<file path="src/rtl/pingpong_stage_ctrl_if.sv">
// rtl/pingpong_stage_ctrl_if.sv - handshake bundle between the ping-pong controller and its environment
//
// Purpose: groups the job control, producer/consumer launch handshakes and the
// channel push/pop strobes of one ping-pong channel controller.
// Ports (signals):
//   start, cfg_num_blocks          job request and block count
//   busy, done, err                job status
//   blocks_written, blocks_read    per-job block counters
//   prod_start/prod_done           producer launch handshake
//   cons_start/cons_done           consumer launch handshake
//   buf_full_n, buf_empty_n        channel status
//   buf_i_ce/buf_i_write           push strobe
//   buf_t_ce/buf_t_read            pop strobe
// Modports: master = controller side, slave = environment side.
interface pingpong_stage_ctrl_if #(
  parameter int CntWidth = 16
);
  logic                start;
  logic [CntWidth-1:0] cfg_num_blocks;
  logic                busy;
  logic                done;
  logic                err;
  logic [CntWidth-1:0] blocks_written;
  logic [CntWidth-1:0] blocks_read;
  logic                prod_start;
  logic                prod_done;
  logic                cons_start;
  logic                cons_done;
  logic                buf_full_n;
  logic                buf_empty_n;
  logic                buf_i_ce;
  logic                buf_i_write;
  logic                buf_t_ce;
  logic                buf_t_read;

  modport master (
    input  start, cfg_num_blocks, prod_done, cons_done, buf_full_n, buf_empty_n,
    output busy, done, err, blocks_written, blocks_read, prod_start, cons_start,
           buf_i_ce, buf_i_write, buf_t_ce, buf_t_read
  );

  modport slave (
    output start, cfg_num_blocks, prod_done, cons_done, buf_full_n, buf_empty_n,
    input  busy, done, err, blocks_written, blocks_read, prod_start, cons_start,
           buf_i_ce, buf_i_write, buf_t_ce, buf_t_read
  );
endinterface

</file>
<file path="src/rtl/pingpong_stage_ctrl.sv">
// rtl/pingpong_stage_ctrl.sv - sequencing controller for one two-buffer ping-pong channel
//
// Purpose: launches the producer whenever the channel has a free buffer and
// commits each filled buffer with a push; launches the consumer whenever a
// filled buffer is available and releases it with a pop; counts a programmed
// number of blocks per job and pulses done at completion.
// Ports:
//   clk    in  clock, all state on rising edge
//   reset  in  asynchronous active-low reset
//   bus    pingpong_stage_ctrl_if.master (job control, launch handshakes,
//          channel status and push/pop strobes)
// All outputs are decoded from registered state only.
module pingpong_stage_ctrl #(
  parameter int CntWidth = 16
) (
  input  logic                    clk,
  input  logic                    reset,
  pingpong_stage_ctrl_if.master   bus
);

  typedef enum logic [1:0] {IDLE, RUN, FIN} top_state_t;
  typedef enum logic [2:0] {P_IDLE, P_WAIT, P_RUN, P_COMMIT, P_HOLD} prod_state_t;
  typedef enum logic [2:0] {C_IDLE, C_WAIT, C_RUN, C_REL, C_HOLD} cons_state_t;

  top_state_t          r_top, w_top_next;
  prod_state_t         r_prod, w_prod_next;
  cons_state_t         r_cons, w_cons_next;
  logic [CntWidth-1:0] r_num;
  logic [CntWidth-1:0] r_written;
  logic [CntWidth-1:0] r_read;
  logic                r_err;

  logic w_start_acc;
  logic w_more_wr;
  logic w_more_rd;
  logic w_err_evt;

  assign w_start_acc = (r_top == IDLE) && bus.start;
  assign w_more_wr   = (r_written < r_num);
  assign w_more_rd   = (r_read < r_num);

  assign w_err_evt = (bus.prod_done && (r_prod != P_RUN)) ||
                     (bus.cons_done && (r_cons != C_RUN)) ||
                     (!bus.buf_full_n && (r_prod == P_COMMIT)) ||
                     (!bus.buf_empty_n && (r_cons == C_REL));

  // Producer: the hold cycle lets the channel's registered full_n catch up
  // with the push before the next launch decision.
  always_comb begin
    w_prod_next = r_prod;
    case (r_prod)
      P_IDLE:   if (r_top == RUN && w_more_wr) w_prod_next = P_WAIT;
      P_WAIT:   if (bus.buf_full_n) w_prod_next = P_RUN;
      P_RUN:    if (bus.prod_done) w_prod_next = P_COMMIT;
      P_COMMIT: w_prod_next = P_HOLD;
      P_HOLD:   w_prod_next = w_more_wr ? P_WAIT : P_IDLE;
      default:  w_prod_next = P_IDLE;
    endcase
  end

  always_comb begin
    w_cons_next = r_cons;
    case (r_cons)
      C_IDLE:  if (r_top == RUN && w_more_rd) w_cons_next = C_WAIT;
      C_WAIT:  if (bus.buf_empty_n) w_cons_next = C_RUN;
      C_RUN:   if (bus.cons_done) w_cons_next = C_REL;
      C_REL:   w_cons_next = C_HOLD;
      C_HOLD:  w_cons_next = w_more_rd ? C_WAIT : C_IDLE;
      default: w_cons_next = C_IDLE;
    endcase
  end

  // RUN exits on the sub-FSMs' next state so that FIN follows C_HOLD
  // directly instead of waiting an extra cycle for C_IDLE to register.
  always_comb begin
    w_top_next = r_top;
    case (r_top)
      IDLE:    if (bus.start) w_top_next = RUN;
      RUN:     if (r_read == r_num && w_prod_next == P_IDLE && w_cons_next == C_IDLE)
                 w_top_next = FIN;
      FIN:     w_top_next = IDLE;
      default: w_top_next = IDLE;
    endcase
  end

  always_ff @(posedge clk or negedge reset) begin
    if (!reset) begin
      r_top     <= IDLE;
      r_prod    <= P_IDLE;
      r_cons    <= C_IDLE;
      r_num     <= '0;
      r_written <= '0;
      r_read    <= '0;
      r_err     <= 1'b0;
    end else begin
      r_top  <= w_top_next;
      r_prod <= w_prod_next;
      r_cons <= w_cons_next;
      if (w_start_acc) begin
        r_num     <= bus.cfg_num_blocks;
        r_written <= '0;
        r_read    <= '0;
      end else begin
        if (r_prod == P_COMMIT) r_written <= r_written + CntWidth'(1);
        if (r_cons == C_REL)    r_read    <= r_read + CntWidth'(1);
      end
      if (w_start_acc) begin
        r_err <= 1'b0;
      end else if (w_err_evt) begin
        r_err <= 1'b1;
      end
    end
  end

  assign bus.busy           = (r_top != IDLE);
  assign bus.done           = (r_top == FIN);
  assign bus.err            = r_err;
  assign bus.blocks_written = r_written;
  assign bus.blocks_read    = r_read;
  assign bus.prod_start     = (r_prod == P_RUN);
  assign bus.cons_start     = (r_cons == C_RUN);
  assign bus.buf_i_ce       = (r_prod == P_COMMIT);
  assign bus.buf_i_write    = (r_prod == P_COMMIT);
  assign bus.buf_t_ce       = (r_cons == C_REL);
  assign bus.buf_t_read     = (r_cons == C_REL);

endmodule

</file>
<file path="src/flat_wrapper.sv">
// flat-port wrapper written by rule: the top's interface ports become plain ports
module pingpong_stage_ctrl_flat 
#(
  parameter int CntWidth = 16
)
  (clk, reset, bus_start, bus_cfg_num_blocks, bus_prod_done, bus_cons_done, bus_buf_full_n, bus_buf_empty_n, bus_busy, bus_done, bus_err, bus_blocks_written, bus_blocks_read, bus_prod_start, bus_cons_start, bus_buf_i_ce, bus_buf_i_write, bus_buf_t_ce, bus_buf_t_read);
  pingpong_stage_ctrl_if #(.CntWidth(CntWidth)) bus_i ();
  input  logic clk;
  input  logic reset;
  input wire logic [$bits(bus_i.start)-1:0] bus_start;
  input wire logic [$bits(bus_i.cfg_num_blocks)-1:0] bus_cfg_num_blocks;
  input wire logic [$bits(bus_i.prod_done)-1:0] bus_prod_done;
  input wire logic [$bits(bus_i.cons_done)-1:0] bus_cons_done;
  input wire logic [$bits(bus_i.buf_full_n)-1:0] bus_buf_full_n;
  input wire logic [$bits(bus_i.buf_empty_n)-1:0] bus_buf_empty_n;
  output wire logic [$bits(bus_i.busy)-1:0] bus_busy;
  output wire logic [$bits(bus_i.done)-1:0] bus_done;
  output wire logic [$bits(bus_i.err)-1:0] bus_err;
  output wire logic [$bits(bus_i.blocks_written)-1:0] bus_blocks_written;
  output wire logic [$bits(bus_i.blocks_read)-1:0] bus_blocks_read;
  output wire logic [$bits(bus_i.prod_start)-1:0] bus_prod_start;
  output wire logic [$bits(bus_i.cons_start)-1:0] bus_cons_start;
  output wire logic [$bits(bus_i.buf_i_ce)-1:0] bus_buf_i_ce;
  output wire logic [$bits(bus_i.buf_i_write)-1:0] bus_buf_i_write;
  output wire logic [$bits(bus_i.buf_t_ce)-1:0] bus_buf_t_ce;
  output wire logic [$bits(bus_i.buf_t_read)-1:0] bus_buf_t_read;
  assign bus_i.start = bus_start;
  assign bus_i.cfg_num_blocks = bus_cfg_num_blocks;
  assign bus_i.prod_done = bus_prod_done;
  assign bus_i.cons_done = bus_cons_done;
  assign bus_i.buf_full_n = bus_buf_full_n;
  assign bus_i.buf_empty_n = bus_buf_empty_n;
  assign bus_busy = bus_i.busy;
  assign bus_done = bus_i.done;
  assign bus_err = bus_i.err;
  assign bus_blocks_written = bus_i.blocks_written;
  assign bus_blocks_read = bus_i.blocks_read;
  assign bus_prod_start = bus_i.prod_start;
  assign bus_cons_start = bus_i.cons_start;
  assign bus_buf_i_ce = bus_i.buf_i_ce;
  assign bus_buf_i_write = bus_i.buf_i_write;
  assign bus_buf_t_ce = bus_i.buf_t_ce;
  assign bus_buf_t_read = bus_i.buf_t_read;
  pingpong_stage_ctrl #(.CntWidth(CntWidth)) u_core (.clk(clk), .reset(reset), .bus(bus_i));
endmodule
</file>
<file path="config.mk">
export PLATFORM = sky130hd
export DESIGN_NAME = pingpong_stage_ctrl_flat
export DESIGN_NICKNAME = d
export VERILOG_FILES = /design/src/rtl/pingpong_stage_ctrl_if.sv /design/src/rtl/pingpong_stage_ctrl.sv /design/src/flat_wrapper.sv
export SDC_FILE = /design/constraint.sdc
export NUM_CORES = 1
export LEC_CHECK = 0
export ABC_AREA = 1
export CAP_MARGIN = 20
export CORE_MARGIN = 3
export CORE_UTILIZATION = 59
export CTS_BUF_LIST = sky130_fd_sc_hd__clkbuf_4 sky130_fd_sc_hd__clkbuf_8
export DETAILED_ROUTE_END_ITERATION = 6
export GPL_TIMING_DRIVEN = 0
export PLACE_DENSITY = 0.88
export SYNTH_ARGS = -nofsm -noshare
export SYNTH_HDL_FRONTEND = slang
export SYNTH_SLANG_ARGS = --single-unit
</file>
<file path="constraint.sdc">
create_clock -name clk -period 3.3 [get_ports clk]
set_input_delay 0.66 -clock clk [delete_from_list [all_inputs] [get_ports clk]]
set_output_delay 0.66 -clock clk [all_outputs]
set_load 0.02 [all_outputs]
</file>
==> results of run 1 <==
==> critical path, cell delays in order, from the launching register on <==
cell	delay, ps
dfrtp_1	370
inv_2	100
nand3_4	160
inv_1	210
buf_4	150
clkdlybuf4s50_1	590
==> final cells by class <==
class	count	area (um^2)	area share [%]
inverter	82	307.8	6.771
buffer	8	50.05	1.101
clock inverter	2	60.06	1.321
tap	72	90.09	1.982
multi-input combinational	309	1793	39.44
clock buffer	13	172.7	3.799
timing repair buffer	64	645.6	14.20
sequential	57	1426	31.38
==> kinds of logic after synthesis <==
| family | synth area share (%) |
|---|---|
| and+or+nand+nor | 27.28 |
| buffers and inverters | 10.00 |
| AOI/OAI and AO/OA | 11.30 |
| DFF | 39.87 |
| adders and majority gates | 11.54 |
==> state kept, by name, summed over array words and instances, names as in the netlist <==
register / count
u_core.bus.blocks_read: 16
u_core.bus.blocks_written: 16
u_core.r_num: 16
u_core.r_cons: 3
u_core.r_prod: 3
u_core.r_top: 2
u_core.bus.err: 1
==> power groups by stage <==
stage	logic [uW]	registers, uW	clock network [uW]
final	717	895	777
after global routing	784	907	813
after CTS	718	893	773
after detailed placement	707	905	0
after global placement	683	901	0
after floorplan	367	939	0
==> worst paths after layout <==
check	from	end
hold reg to reg	u_core.r_num[0]	u_core.r_num[0]
setup / recovery	u_core.r_prod[2]	bus_buf_i_write
setup reg to reg	u_core.bus.blocks_read[3]	u_core.r_top[0]
max in group asynchronous	reset	u_core.bus.blocks_read[10]
hold / removal	reset	u_core.bus.blocks_written[3]
min in group clk	u_core.r_num[0]	u_core.r_num[0]
==> cell usage after synthesis, types with 2 or more instances <==
cell | instances | area [um^2]
a211oi_1 | 2 | 15.01
a21oi_1 | 28 | 140.1
a221oi_1 | 2 | 17.52
a31oi_1 | 4 | 25.02
buf_2 | 2 | 10.01
buf_4 | 2 | 15.01
clkbuf_1 | 3 | 11.26
dfrtp_1 | 57 | 1426
ha_1 | 33 | 412.9
inv_1 | 78 | 292.8
inv_2 | 4 | 15.01
nand2_1 | 101 | 379.1
nand2_2 | 3 | 18.77
nand3_1 | 23 | 115.1
nand3_4 | 2 | 35.03
nand3b_1 | 3 | 22.52
nand4_1 | 11 | 68.82
nor2_1 | 26 | 97.59
nor2_4 | 3 | 33.78
nor3_1 | 18 | 90.09
nor3_4 | 4 | 65.06
nor4_1 | 2 | 12.51
o21ai_0 | 37 | 185.2
==> layer usage <==
metal | up-vias | share of wire, %
li1 | 1644 | -
met1 | 1653 | 41
met2 | 139 | 49
met3 | 36 | 5.6
met4 | 0 | 3.7
met5 | - | 0
==> per-stage QoR <==
stage | cells | worst slack, ps | power, uW | util (%) | setup TNS [ps]
3_5_place_dp | 592 | 1009 | 1612 | 75.99 | 0
3_3_place_gp | 591 | -204.2 | 1584 | 75.73 | -11490
5_1_grt | 607 | 627.5 | 2504 | 80.09 | 0
2_1_floorplan | 456 | 1565 | 1306 | - | 0
4_1_cts | 607 | 710.5 | 2384 | 80.09 | 0
6_report | 607 | 710.0 | 2389 | 80.09 | 0
==> metrics.md, run 1 <==
| Metric | Value |
|---|---|
| Synth unique cells | `31` |
| Part of the power in registers | `37.5%` |
| # H-tree levels | `3` |
| HPWL reported at the end of detailed placement | `7.074 mm` |
| Relative slew slack | `54.27%` |
| Buffers on Ports | `63` |
| Final setup vio count | `0` |
| Clock transition at path regs | `70 ps` |
| CTS tree | `yes` |
| Syn nets | `512` |
| Crit path DAT | `1930 ps` |
| Num CTS Buffers | `9` |
| Commonest non-fill, non-tap cell in the layout | `nand2_1` |
| Worst Tran Pin Value | `685.9 ps` |
| Max-slew violations | `0` |
| Cell Area, Placed | `4313 um^2` |
| Clk network pwr share | `32.5%` |
| Critical path class | `reg2out` |
| Peak supply drop | `385.7 uV` |
| Main synth FF type | `dfrtp_1` |
| Starting Density | `63.03%` |
| Share of flip-flops with an asynchronous set or reset | `100.0%` |
| Commonest non-fill, non-tap cells in the layout | `nand2_1, inv_1, clkdlybuf4s50_1, dfrtp_1, o21ai_0` |
| Routed wire per std cell | `15.70 um` |
| Grt peak-use layer | `met2` |
| Share of post-route cells with drive strength above 1 | `7.664%` |
| Fmax | `386.1 MHz` |
| Hold Crit Class | `in2async` |
| Resized Gates After CTS | `0` |
| First-pass GRT wire length | `15.60 mm` |
| CP Data Required Time | `2640 ps` |
| Iteration-0 DRC Markers | `231` |
| Routed WL | `9.530 mm` |
| Max-cap viol count | `0` |
| Worst-Skew Late Latency | `340 ps` |
| Largest net degree at the start of global routing | `30` |
| Crit start category | `flop` |
| RSZ-0062 raised after global routing | `false` |
| Sw power | `830.0 uW` |
| Ys Warns | `0` |
| CTS Hold Buffers Added | `0` |
| Root buffer cell | `clkbuf_8` |
| Fin nets | `587` |
| Final worst clock skew | `7.002 ps` |
| Sequential cell area fraction in the yosys report | `39.87%` |
| Crit path max fanout | `8` |
| Final hold vios | `0` |
| ANT cells | `0` |
| Comb power frac | `30.0%` |
| Switching Share | `34.74%` |
| Initial antenna violation count | `0` |
| Via density | `5.720` |
| Remaining global-route overflow | `0` |
| Final RePlAce weighted congestion | `0.8867` |
| FILL cells | `380` |
| Sink Count | `57` |
| Met3 GRT Util | `4.245%` |
| Internal | `1559 uW` |
| Status | `finished, final reports clean` |
| Post-route cell area | `4546 um^2` |
| Post-route DRC | `0` |
| Cells after synthesis | `456` |
| Global Route met2 Usage | `48.08%` |
| I/O pin total | `64` |
| Via Count | `3472` |
| Post-synth EDFFs | `0` |
| Die span in x | `83.87 um` |
| Mean post-synth cell area | `7.845 um^2` |
| Die area | `7033 um^2` |
| R2r setup slk | `1440 ps` |
| M1 GR Usage | `33.48%` |
| P_leak | `0.002322 uW` |
| Pwr Density | `525.5 nW/um^2` |
| Antenna-violating nets left | `0` |
| Final min period | `2590 ps` |
| Tcrit/Tclk final | `78.49%` |
| GRT Util Overall | `27.83%` |
| Layout Area Growth over Synthesis | `27.07%` |
| Setup repair bufs after CTS | `0` |
| Row count | `27` |
| Hold_ws | `356.4 ps` |
| Die H | `83.87 um` |
| Core ar. | `5675 um^2` |
| 1st-pass router iterations | `5` |
| Mapped cell area | `3577 um^2` |
| Critical Path End Type | `output pin` |
| #FFs+latches synth | `57` |
| Max Root-Sink Buffers | `2` |
| Vias in the first global route | `3434` |
| Reg2Reg Depth | `10` |
No activity file was read; power rests on OpenSTA's default activity.
==> run 2: changes to the inputs <==
--- a/config.mk
+++ b/config.mk
@@ -8,11 +8,11 @@
 export ABC_AREA = 1
 export CAP_MARGIN = 20
 export CORE_MARGIN = 3
-export CORE_UTILIZATION = 59
+export CORE_UTILIZATION = 55
 export CTS_BUF_LIST = sky130_fd_sc_hd__clkbuf_4 sky130_fd_sc_hd__clkbuf_8
 export DETAILED_ROUTE_END_ITERATION = 6
 export GPL_TIMING_DRIVEN = 0
-export PLACE_DENSITY = 0.88
+export PLACE_DENSITY = 0.83
 export SYNTH_ARGS = -nofsm -noshare
 export SYNTH_HDL_FRONTEND = slang
 export SYNTH_SLANG_ARGS = --single-unit
==> constraint.sdc (replaced) <==
create_clock -name clk -period 2.7 [get_ports clk]
set_input_delay 0.54 -clock clk [delete_from_list [all_inputs] [get_ports clk]]
set_output_delay 0.54 -clock clk [all_outputs]
set_load 0.02 [all_outputs]
==> run 2 against run 1 <==
  * Sequential share of layout area grew 0.20 points
  * Highest routed layer unchanged
  * Largest power group unchanged
  * Hold slack lost 230 ps
  * Core utilization shrank 6.0 points
  * Largest cell class unchanged
==> metrics.md, run 2 (synthesis gave the netlist of run 1 again) <==
| Metric | Value |
|---|---|
| Status | `finished, final reports clean` |
| Worst r2r dst | `u_core.r_top[0]` |
| Final min period | `2452 ps` |
| R2r setup slk | `760 ps` |
| Final RePlAce weighted congestion | `0.8811` |
| Pwr Density | `612.2 nW/um^2` |
| Critical Path End Type | `output pin` |
| Layout Area Growth over Synthesis | `26.27%` |
| GRT Util Overall | `26.22%` |
| Hold Crit Class | `in2async` |
| Slowest-stage cell, CP | `clkdlybuf4s50_1` |
| Remaining global-route overflow | `0` |
| Final hold vios | `0` |
| Total power draw | `2765 uW` |
| Crit start category | `flop` |
| Worst Tran Pin Value | `504.0 ps` |
| Crit path DAT | `1910 ps` |
| 1st-pass router iterations | `4` |
| Root buffer cell | `clkbuf_8` |
| Internal | `1780 uW` |
| Final worst clock skew | `9.990 ps` |
| Die span in x | `86.65 um` |
| Setup repair bufs after CTS | `0` |
| Via density | `5.439` |
| Peak supply drop | `379.3 uV` |
| Clock transition at path regs | `70 ps` |
| Iteration-0 DRC Markers | `171` |
| Via Count | `3323` |
| Post-route DRC | `0` |
| Sw power | `985.6 uW` |
| RSZ-0062 raised after global routing | `false` |
| P_leak | `0.002311 uW` |
| Tcrit/Tclk final | `90.80%` |
| Switching Share | `35.64%` |
| Die H | `86.65 um` |
| Routed wire per std cell | `15.03 um` |
| Reg2Reg Depth | `10` |
| Crit path max-delay family | `buffers and inverters` |
| Crit path max fanout | `8` |
| Commonest non-fill, non-tap cells in the layout | `nand2_1, inv_1, clkdlybuf4s50_1, dfrtp_1, o21ai_0` |
| # H-tree levels | `3` |
| Share of post-route cells with drive strength above 1 | `7.836%` |
| Relative slew slack | `66.40%` |
| Initial antenna violation count | `0` |
| Final setup vio count | `0` |
| Worst-Skew Late Latency | `340 ps` |
| Commonest non-fill, non-tap cell in the layout | `nand2_1` |
| Max-cap viol count | `0` |
| ANT cells | `0` |
| CP Cell Sequence | `inv_2 -> nand3_4 -> inv_1 -> buf_4 -> clkdlybuf4s50_1` |
| Vias in the first global route | `3291` |
| Routed WL | `9.183 mm` |
| Num CTS Buffers | `9` |
| Antenna-violating nets left | `0` |
| CP Data Required Time | `2160 ps` |
| Clk network pwr share | `29.6%` |
| Critical path class | `reg2out` |
| Buffers on Ports | `63` |
| I/O pin total | `64` |
| Resized Gates After CTS | `0` |
| HPWL reported at the end of detailed placement | `7.045 mm` |
| Buffers & Inverters on Critical Path | `4` |
| Max-slew violations | `0` |
| Row count | `28` |
| Starting Density | `58.68%` |
| Part of the power in registers | `39.3%` |
| CTS tree | `yes` |
| Core ar. | `6096 um^2` |
| Sink Count | `57` |
| CTS Hold Buffers Added | `0` |
| Fmax | `407.9 MHz` |
| Largest net degree at the start of global routing | `41` |
| First-pass GRT wire length | `15.24 mm` |
| Max Root-Sink Buffers | `2` |
| FF-to-FF Start | `u_core.bus.blocks_read[7]` |
| Comb power frac | `31.1%` |
| Die area | `7507 um^2` |
| CP peak stage delay | `590 ps` |
| Finished Core Util | `74.10%` |
| Fin nets | `587` |
run 2: worst max path at each step:
stage                             to  depth (start not counted)                       from
finish               bus_buf_i_write                          5           u_core.r_prod[2]
global route          bus_cons_start                          3           u_core.r_cons[1]
CTS                  bus_buf_i_write                          5           u_core.r_prod[2]
detailed placement   u_core.r_num[5]                          5                  bus_start
global placement    u_core.r_cons[2]                          1                      reset
floorplan            u_core.r_top[0]                         10  u_core.bus.blocks_read[7]
run 2: area by class of cell:
| type | count | area, um^2 |
|---|---|---|
| Tap cell | 75 | 93.84 |
| Inverter | 82 | 307.8 |
| Timing Repair Buffer | 64 | 645.6 |
| Clock inverter | 3 | 40.04 |
| Sequential cell | 57 | 1426 |
| Multi-Input combinational cell | 309 | 1793 |
| Buffer | 8 | 50.05 |
| Clock buffer | 13 | 160.2 |
| Fill cell | 486 | 1579 |
run 2: per-layer routing:
metal | share of wire, % | track usage, % | vias to the layer above | wire length, um
met5 | 0 | 0 | - | 0
met1 | 43 | 33.68 | 1558 | 3951
li1 | - | - | 1645 | -
met4 | 1.4 | 9.632 | 0 | 131
met2 | 50 | 43.95 | 108 | 4593
met3 | 5.5 | 5.038 | 12 | 506
run 2: power groups by stage:
stage | sequential (uW) | clock (uW) | combinational [uW]
global placement | 1100 | 0 | 831
finish | 1090 | 818 | 859
floorplan | 1150 | 0 | 449
CTS | 1090 | 822 | 864
global route | 1110 | 863 | 956
detailed placement | 1100 | 0 | 858
run 2: worst reg2reg max path, cell delays in order, from the launching register on:
cell      delay, ps
dfrtp_1         460
ha_1            340
nand2_1          80
nor2_1          190
nand2_1          80
nor2_1          170
nand3_1         100
nor2_1          100
nand3_1         100
o21bai_1        150
nand2_1          60
run 2: through the flow:
stage / setup TNS (ps) / instance area (um^2) / cells / hold WS [ps] / setup WS [ps]
final: 0 / 4517 / 611 / 128.0 / 248.3
after global routing: 0 / 4517 / 611 / 147.3 / 175.9
after CTS: 0 / 4517 / 611 / 137.3 / 250.7
after detailed placement: 0 / 4317 / 595 / 503.2 / 483.0
after global placement: -39090 / 4302 / 594 / 500.9 / -690.0
after floorplan: 0 / 3577 / 456 / 244.4 / 1044
==> run 3: changes to the inputs <==
--- a/config.mk
+++ b/config.mk
@@ -8,11 +8,10 @@
 export ABC_AREA = 1
 export CAP_MARGIN = 20
 export CORE_MARGIN = 3
-export CORE_UTILIZATION = 55
+export CORE_UTILIZATION = 38
 export CTS_BUF_LIST = sky130_fd_sc_hd__clkbuf_4 sky130_fd_sc_hd__clkbuf_8
 export DETAILED_ROUTE_END_ITERATION = 6
 export GPL_TIMING_DRIVEN = 0
-export PLACE_DENSITY = 0.83
 export SYNTH_ARGS = -nofsm -noshare
 export SYNTH_HDL_FRONTEND = slang
 export SYNTH_SLANG_ARGS = --single-unit
==> run 3 against run 2 <==
  * Sequential share of layout area down 0.35 points
  * Clock skew is 5.2 ps lower
  * Final cell count increased by 5.4%
  * Critical path depth unchanged
  * Register-to-register slack improved by 90 ps
  * Clock-buffer cell count decreased by 4
  * Non-clock buffer count is the same
  * Critical path type unchanged
  * Largest cell class unchanged
==> metrics.md, run 3 (synthesis gave the netlist of run 1 again) <==
| Metric | Value |
|---|---|
| Routed metal-1 wirelength | `4.569 mm` |
| # H-tree levels | `3` |
| Status | `finished, final reports clean` |
| Max-cap viol count | `0` |
| Max Root-Sink Buffers | `2` |
| Final setup vio count | `0` |
| Crit path DAT | `1920 ps` |
| Sink Count | `57` |
| CP Cell Sequence | `inv_2 -> nand3_4 -> inv_1 -> buf_4 -> clkdlybuf4s50_1` |
| Max-slew violations | `0` |
| Starting Density | `40.04%` |
| CTS tree | `yes` |
| Final worst clock skew | `4.812 ps` |
| Initial antenna violation count | `0` |
| Cell Area, Placed | `4358 um^2` |
| Layout Area Growth over Synthesis | `27.67%` |
| Share of post-route cells with drive strength above 1 | `7.836%` |
| Pwr Density | `619.7 nW/um^2` |
| FILL cells | `873` |
| Hold Crit Class | `in2async` |
| Crit path max fanout | `8` |
| Max layer used | `met4` |
| Crit start category | `flop` |
| Routed wl met2 | `4.585 mm` |
| CTS Hold Buffers Added | `0` |
| Setup TNS after final layout | `0 ps` |
| Core ar. | `8934 um^2` |
| Relative slew slack | `64.33%` |
| Remaining global-route overflow | `0` |
| Total power draw | `2830 uW` |
| DR WL met3 | `338 um` |
| Largest net degree at the start of global routing | `40` |
| Die span in x | `103.0 um` |
| Final hold vios | `0` |
| Peak supply drop | `385.0 uV` |
| Worst Tran Pin Value | `535.1 ps` |
| GRT Util Overall | `19.56%` |
| P_leak | `0.002316 uW` |
| Iteration-0 DRC Markers | `98` |
| Vias in the first global route | `3192` |
| Num CTS Buffers | `9` |
| Routed wire per std cell | `14.95 um` |
| Commonest non-fill, non-tap cells in the layout | `nand2_1, inv_1, clkdlybuf4s50_1, dfrtp_1, o21ai_0` |
| Root buffer cell | `clkbuf_8` |
| Resized Gates After CTS | `0` |
| CP Data Required Time | `2160 ps` |
| Via Count | `3281` |
| Critical Path End Type | `output pin` |
| Row count | `34` |
| Routed WL | `9.628 mm` |
| Post-route DRC | `0` |
| Worst-Skew Late Latency | `340 ps` |
| Tcrit/Tclk final | `91.20%` |
| RSZ-0062 raised after global routing | `false` |
| I/O pin total | `64` |
| ANT cells | `0` |
| Final RePlAce weighted congestion | `0.7877` |
| Via density | `5.095` |
| Critical path class | `reg2out` |
| Post-route cell area | `4567 um^2` |
| Antenna-violating nets left | `0` |
| Final min period | `2462 ps` |
| Slowest-stage cell, CP | `clkdlybuf4s50_1` |
| HPWL reported at the end of detailed placement | `7.337 mm` |
| First-pass GRT wire length | `15.82 mm` |
| Commonest non-fill, non-tap cell in the layout | `nand2_1` |
| Die area | `10610 um^2` |
| Buffers on Ports | `63` |
| Fin nets | `587` |
| 1st-pass router iterations | `4` |
| Die H | `103.0 um` |
| Setup repair bufs after CTS | `0` |
| Fmax | `406.1 MHz` |
| Clock transition at path regs | `70 ps` |
| CP peak stage delay | `590 ps` |
[run 3: cell types whose count changed in the layout (fill, tap and decap cells not counted)]
cell,delta
clkbuf_8,-1
clkinv_2,+3
clkbuf_4,-3
bufinv_16,+1
[run 3: area by class of cell]
type                    instances  area [um^2]  share of cell area [%]
inverters                      82        307.8                   6.740
clock buffers                   9        123.9                   2.712
flip-flops and latches         57         1426                   31.23
repair buffers                 64        645.6                   14.14
plain buffers                   8        50.05                   1.096
clock inverters                 7        85.08                   1.863
multi-input cells             309         1793                   39.26
well taps                     108        135.1                   2.959
[run 3: worst paths after layout]
kind,start,endpoint,slack (ps),cells after the start
min in group clk,u_core.r_num[0],u_core.r_num[0],530,2
min reg2reg,u_core.r_num[0],u_core.r_num[0],530,2
max in group asynchronous,reset,u_core.r_cons[0],1980,2
min,reset,u_core.bus.blocks_written[3],150,1
max,u_core.r_prod[2],bus_buf_i_write,240,5
max reg2reg,u_core.bus.blocks_read[7],u_core.r_top[0],850,10
[run 3: worst max-delay path: cells and delay by family (launching register included)]
kind	cells	cell delay, ps
simple gates	1	170
buf+inv	4	1040
flops	1	370
[run 3: power by group]
part           switching [uW]  internal [uW]  leakage (uW)
clock network             368            511      0.000113
registers                 142            954      0.000636
logic                     510            346       0.00157
[run 3: stage by stage]
stage               instances  hold slack [ps]  util, %  setup WS [ps]
global route              644            166.2    51.12          144.9
floorplan                 456            244.4        -           1044
detailed placement        628            515.5    48.78          402.6
CTS                       644            152.9    51.12          208.0
finish                    644            146.0    51.12          237.7
global placement          627            505.5    48.61         -805.4
[run 3: metal layers]
metal / track usage [%] / up-vias
met2: 32.56 / 67
met5: 0 / -
met3: 4.127 / 12
met1: 25.78 / 1552
met4: 5.378 / 0
li1: - / 1650
